$ cat src/rtl/field_unpacker.sv
// field_unpacker: receive-side stream unpacker. Takes one packed word
// {fN-1,...,f1,f0} per input handshake and replays its fields one per output
// handshake, f0 first, tagged with the field index and a last flag. The last
// field's handshake can accept the next word in the same cycle, so a
// continuously ready consumer sees one field per cycle with no bubble.
module field_unpacker #(
    parameter  int FIELD_W    = 1,
    parameter  int NUM_FIELDS = 3,
    localparam int IDX_W      = (NUM_FIELDS > 1) ? $clog2(NUM_FIELDS) : 1
) (
    input  logic                          clk,
    input  logic                          rst_n,
    input  logic [FIELD_W*NUM_FIELDS-1:0] in_data,
    input  logic                          in_valid,
    output logic                          in_ready,
    output logic [FIELD_W-1:0]            out_data,
    output logic [IDX_W-1:0]              out_idx,
    output logic                          out_last,
    output logic                          out_valid,
    input  logic                          out_ready
);

    localparam int                    WORD_W   = FIELD_W * NUM_FIELDS;
    localparam logic [IDX_W-1:0]      LAST_IDX = IDX_W'(NUM_FIELDS - 1);

    typedef enum logic {
        IDLE = 1'b0,
        EMIT = 1'b1
    } state_t;

    state_t              state_q, state_d;
    logic [WORD_W-1:0]   hold_q,  hold_d;
    logic [IDX_W-1:0]    idx_q,   idx_d;

    logic                is_last;
    logic                accept;
    logic                emit;

    // State, held word and field index; reset discards any partially emitted word.
    always_ff @(posedge clk) begin
        if (!rst_n) begin
            state_q <= IDLE;
            hold_q  <= '0;
            idx_q   <= '0;
        end else begin
            state_q <= state_d;
            hold_q  <= hold_d;
            idx_q   <= idx_d;
        end
    end

    // Next state: step through fields, reload on accept, fall back to IDLE when drained.
    always_comb begin
        state_d = state_q;
        hold_d  = hold_q;
        idx_d   = idx_q;
        case (state_q)
            IDLE: begin
                if (accept) begin
                    hold_d  = in_data;
                    idx_d   = '0;
                    state_d = EMIT;
                end
            end
            EMIT: begin
                if (emit) begin
                    if (!is_last) begin
                        idx_d = idx_q + IDX_W'(1);
                    end else if (accept) begin
                        // Last field leaves as the next word arrives: no bubble.
                        hold_d = in_data;
                        idx_d  = '0;
                    end else begin
                        idx_d   = '0;
                        state_d = IDLE;
                    end
                end
            end
        endcase
    end

    // Handshake outputs; in_ready looks through out_ready only on the last field.
    always_comb begin
        is_last   = (idx_q == LAST_IDX);
        out_valid = (state_q == EMIT);
        out_last  = out_valid & is_last;
        out_idx   = idx_q;
        in_ready  = (state_q == IDLE) | (out_last & out_ready);
        accept    = in_valid & in_ready;
        emit      = out_valid & out_ready;
    end

    // Field select: registered word muxed by registered index, no reordering or extension.
    always_comb begin
        out_data = '0;
        for (int k = 0; k < NUM_FIELDS; k++) begin
            if (idx_q == IDX_W'(k)) begin
                out_data = hold_q[k*FIELD_W +: FIELD_W];
            end
        end
    end

endmodule
$ cat config.mk
export PLATFORM = sky130hd
export DESIGN_NAME = field_unpacker
export DESIGN_NICKNAME = d
export VERILOG_FILES = /design/src/rtl/field_unpacker.sv
export SDC_FILE = /design/constraint.sdc
export NUM_CORES = 1
export LEC_CHECK = 0
export ABC_AREA = 1
export CORE_AREA = 3 3 40 42
export CTS_CLUSTER_DIAMETER = 60
export CTS_CLUSTER_SIZE = 25
export DETAILED_ROUTE_END_ITERATION = 16
export DIE_AREA = 0 0 43 45
export GPL_TIMING_DRIVEN = 0
export PLACE_DENSITY = 0.54
export SYNTH_ARGS = -nofsm -noshare
export SYNTH_HDL_FRONTEND = slang
export SYNTH_SLANG_ARGS = --single-unit
export TNS_END_PERCENT = 5
$ cat constraint.sdc
create_clock -name clk -period 0.9 [get_ports clk]
set_clock_uncertainty 0.05 [all_clocks]
set_input_delay 0.135 -clock clk [delete_from_list [all_inputs] [get_ports clk]]
set_output_delay 0.135 -clock clk [all_outputs]
set_load 0.01 [all_outputs]
Word-level counts from Yosys, hierarchy flattened
Cells that the tools add are included.

Bitwise logic cells: 6. Add/subtract/negate cells: 1. Reductions and logical operators: 3. Mux-type cells: 15. Equality and inequality tests: 5.

Operators by type and width (count): 3-bit 2-to-1 mux (3); 1-bit 2-to-1 mux (6); 2-bit 2-to-1 mux (3); 3-bit case mux with 2 select lines (1); 1-bit bitwise AND (4); 2-bit by 1-bit != test with 1-bit output (second input constant) (2); 2-bit case mux with 2 select lines (1); 2-bit AND reduction (2); 2-bit by 1-bit adder with 2-bit output (second input constant) (1); 2-bit by 1-bit equality test with 1-bit output (second input constant) (1); 2-bit equality test (second input constant) (1); 2-bit zero test (1); 2-bit != test (second input constant) (1); 1-bit case mux with 2 select lines (1); 1-bit NOT (1); 1-bit OR (1).

Output and inout port bits: 6. Word-level logic and storage cells: 33. Input port bits: 7. Bits in registers: 6.

Logic depth before layout (Yosys ltp)
Depth in word-level cells: 9. Mapped depth: 6.

Worst setup path before layout
Ideal clock, no wire load.

Path type: register -> register. From: reg idx_q[0], in the netlist out_idx[0]. To: reg hold_q[0]. Path buffers: 0. Data required time: 0.735 ns. Path slack: -0.092 ns. Cell stages (with the launch flop): 6. Data arrival time: 0.827 ns. Cell sequence: dfxtp_1 -> inv_2 -> nand3_2 -> nand2_4 -> a21oi_1 -> nor2_1.

Word-level cells in the longest chain between the ends: 9.

Ends and longest elaborated chain: from (decl) (RTL line 33) `logic [IDX_W-1:0] idx_q, idx_d;`; from (signal assigned) (RTL line 48) `idx_q <= idx_d;`; 2-bit equality test * (RTL line 84) `is_last = (idx_q == LAST_IDX);`; 1-bit bitwise AND * (RTL line 86) `out_last = out_valid & is_last;`; 1-bit bitwise AND * (RTL line 88) `in_ready = (state_q == IDLE) | (out_last & out_ready);`; 1-bit OR * (RTL line 88); net in_ready (RTL line 15) `output logic in_ready,`; 1-bit bitwise AND * (RTL line 89) `accept = in_valid & in_ready;`; 3-bit 2-to-1 mux *; 3-bit 2-to-1 mux (2 in a row); 3-bit case mux with 2 select lines *; to (signal assigned) (RTL line 47) `hold_q <= hold_d;`; to (decl) (RTL line 32) `logic [WORD_W-1:0] hold_q, hold_d;`.

The timed path passes the listed nets; every way through them passes the cells marked *. The select of a mux whose other input is x is not followed. A chain may end at the register's enable or synchronous reset.

Worst setup path after layout
From: reg idx_q[0], in the netlist out_idx[0]. To: out out_data.

Word-level cells in the longest chain between the ends: 4.

Ends and longest elaborated chain: 2-bit zero test (RTL line 97) `if (idx_q == IDX_W'(k)) begin`; 1-bit 2-to-1 mux (2 in a row) (RTL line 97); 1-bit 2-to-1 mux * (RTL line 97); to (decl) (RTL line 16) `output logic [FIELD_W-1:0] out_data,`.

Mark *: on every way between the ends. The rest lies on a longest branch, timed or not.

==> qor.csv <==
metric,value,unit
detailed placer's ending HPWL,478.2,µm
final setup violation count,11,
endpoints failing hold,0,
largest net degree at the start of global routing,8,
crit path max fanout,4,
via count,337,
DR pass1 iterations,3,
maxcap violations,0,
crit end category,primary output,
Die Height,45,µm
Worst Hold End,out_idx[1]$_SDFFE_PN0P_,
layout cells sized above 1,36.51,%
Filler Cell Count,134,
post-synth top area share,40.51,%
Syn Nets,50,
CTS H-tree depth,1,
"Hold-fix buffers, CTS",0,
clk_lat worst skew,0.25,ns
total grt overflow,0,
number of global-route vias before repair,275,
hold_ws,0.2887,ns
Yosys Warn Count,0,
slowest CP cell,dfxtp_4,
most frequent cells in the layout,"inv_1, nand2_1, nand3_1",
Critical Path AT,1.05,ns
CTS Root Cell,clkbuf_4,
Synth area leaders,"dfxtp_1, inv_1, nand2_1",
IO buf count,12,
Num CTS Buffers,3,
GRT Util Overall,8.757,%
library cells used by synthesis,12,
gp weighted congestion,0.6842,
Buf/Inv on CP,2,
HP Class,in2reg,
"CP delay by family, top",flip-flops,
worst vdd ir,0.5819,mV
standard-cell rows,13,
DRT iter0 DRCs,2,
outcome,finished with violations,
Mapped Area,296.5,µm²
DRC errors left,0,
Max clock buf depth,2,
initial antenna violation count,0,
core footprint,0.001285,mm²
final setup TNS,-1.662,ns
Vias/cell,4.321,
clk slew on worst S/H paths,0.05,ns
reg-to-reg startpoint,out_idx[1]$_SDFFE_PN0P_,
Final Total Pwr,751.0,µW
CP max stage delay,0.36,ns
Slew @ Worst Pin,0.2594,ns
I/O Pins,13,
CTS tree,yes,
R2R Path End,hold_q[1]$_SDFFE_PN0P_,
fin nets,71,
Reg2Reg Depth,6,
effective utilization at floorplan,23.08,%
drt total wl,713,µm
Syn Area/Cell,6.896,µm²
worst reg2reg setup slack,-0.17,ns
clock sink count,6,
Final ANT Viol Nets,0,
wire per inst,9.141,µm
Final Max Slew Viols,0,
leading area contributor after synthesis,dfxtp_1,
P_leak,0.2593,nW
critical path required time,0.71,ns
relative slew slack,82.71,%
RSZ-0062 raised after global routing,yes,
Post-Place Setup Slack,-0.6623,ns
first-pass GRT wire length,1145,µm
Tmin final,1.235,ns
Hold Crit Start,out_ready,
ANT cells,0,
synthesized flop and latch total,6,
power density cells,1436,mW/mm²
Setup Crit Path Kind,reg2out,
Final Worst Setup Slack,-0.3351,ns
worst path cell trace,"buf_6, nor2_4, nand2_1, nand3_1, buf_2",
Min-Delay Path Depth,4,
Area Growth Syn to Fin,76.37,%
post-synthesis sequential area ratio,40.51,%
cells after synthesis,43,
failing checks,setup timing,
CP Launch Type,flip-flop,
Die X,43,µm
Tcrit/Tclk final,137.2,%
Total Die Area,0.001935,mm²
fmax,809.7,MHz
[where the power goes]
group / switching, mW / leakage, nW / internal [mW]
Combinational: 0.0756 / 0.193 / 0.0880
Sequential: 0.0194 / 0.0516 / 0.283
Clock: 0.116 / 0.0150 / 0.169
[state kept, by name, indices dropped and copies added, names as in the netlist]
| register | count |
|---|---|
| out_idx | 2 |
| out_valid | 1 |
| hold_q | 3 |
[worst reg2reg max path, cell delays in order, from the launching register on]
cell     delay (ns)
dfxtp_4        0.36
buf_4          0.14
nand3_4        0.07
nand2_4        0.05
buf_6          0.13
a21oi_1        0.12
nor2_1         0.06
[through the flow]
stage	std cells	util, %	cell area, µm²
finish	78	40.70	523.0
global placement	70	34.27	440.4
detailed placement	70	34.27	440.4
CTS	77	38.66	496.7
global route	78	40.70	523.0
floorplan	43	-	301.5
[cell families (layout without fill, tap and decap cells)]
family | Yosys count | in the layout | share of synthesized area [%]
AO/OA/AOI/OAI | 9 | 9 | 16.03
buffers and inverters | 8 | 28 | 10.13
flip-flops | 6 | 6 | 40.51
AND/OR/NAND/NOR | 20 | 20 | 33.34
[final cells by class]
| type | instances | area [µm²] | share of cell area, % |
|---|---|---|---|
| repair buffers | 16 | 145.1 | 27.75 |
| well taps | 15 | 18.77 | 3.589 |
| multi-input cells | 29 | 171.4 | 32.78 |
| clock buffers | 4 | 26.28 | 5.024 |
| flip-flops and latches | 6 | 131.4 | 25.12 |
| inverters | 8 | 30.03 | 5.742 |
[worst max-delay path by stage]
stage / cells past startpoint / slack [ns] / from / to
4_1_cts: 5 / -0.33 / out_idx[0]$_SDFFE_PN0P_ / out_data
3_5_place_dp: 4 / -0.66 / out_ready / in_ready
2_1_floorplan: 6 / 0.005 / out_idx[0]$_SDFFE_PN0P_ / hold_q[0]$_SDFFE_PN0P_
6_report: 5 / -0.34 / out_idx[0]$_SDFFE_PN0P_ / out_data
5_1_grt: 5 / -0.41 / out_idx[0]$_SDFFE_PN0P_ / out_data
3_3_place_gp: 4 / -0.67 / out_ready / in_ready
[synth_stat cells]
master / instances
and3_2: 1
nand2_4: 1
nand3_2: 1
a21boi_0: 1
dfxtp_1: 6
o21ai_0: 3
inv_2: 1
nand2_1: 7
a21oi_1: 5
nand3_1: 5
inv_1: 7
nor2_1: 5
[per-layer routing]
metal | GRT usage [%] | vias to the layer above | part of all wire, %
li1 | - | 176 | -
met5 | 0 | - | 0
met3 | 5.976 | 4 | 11
met1 | 9.927 | 142 | 43
met4 | 7.229 | 0 | 2.7
met2 | 11.08 | 15 | 42
[timing repair]
item / 4_1_cts / 5_1_grt
endpoints found under the hold margin: 0 / 0
setup buffers: 3 / 1
endpoints found under the setup margin: 11 / 12
pin swaps: 3 / 2
resized for setup: 31 / 7
No activity file was read; power rests on OpenSTA's default activity.
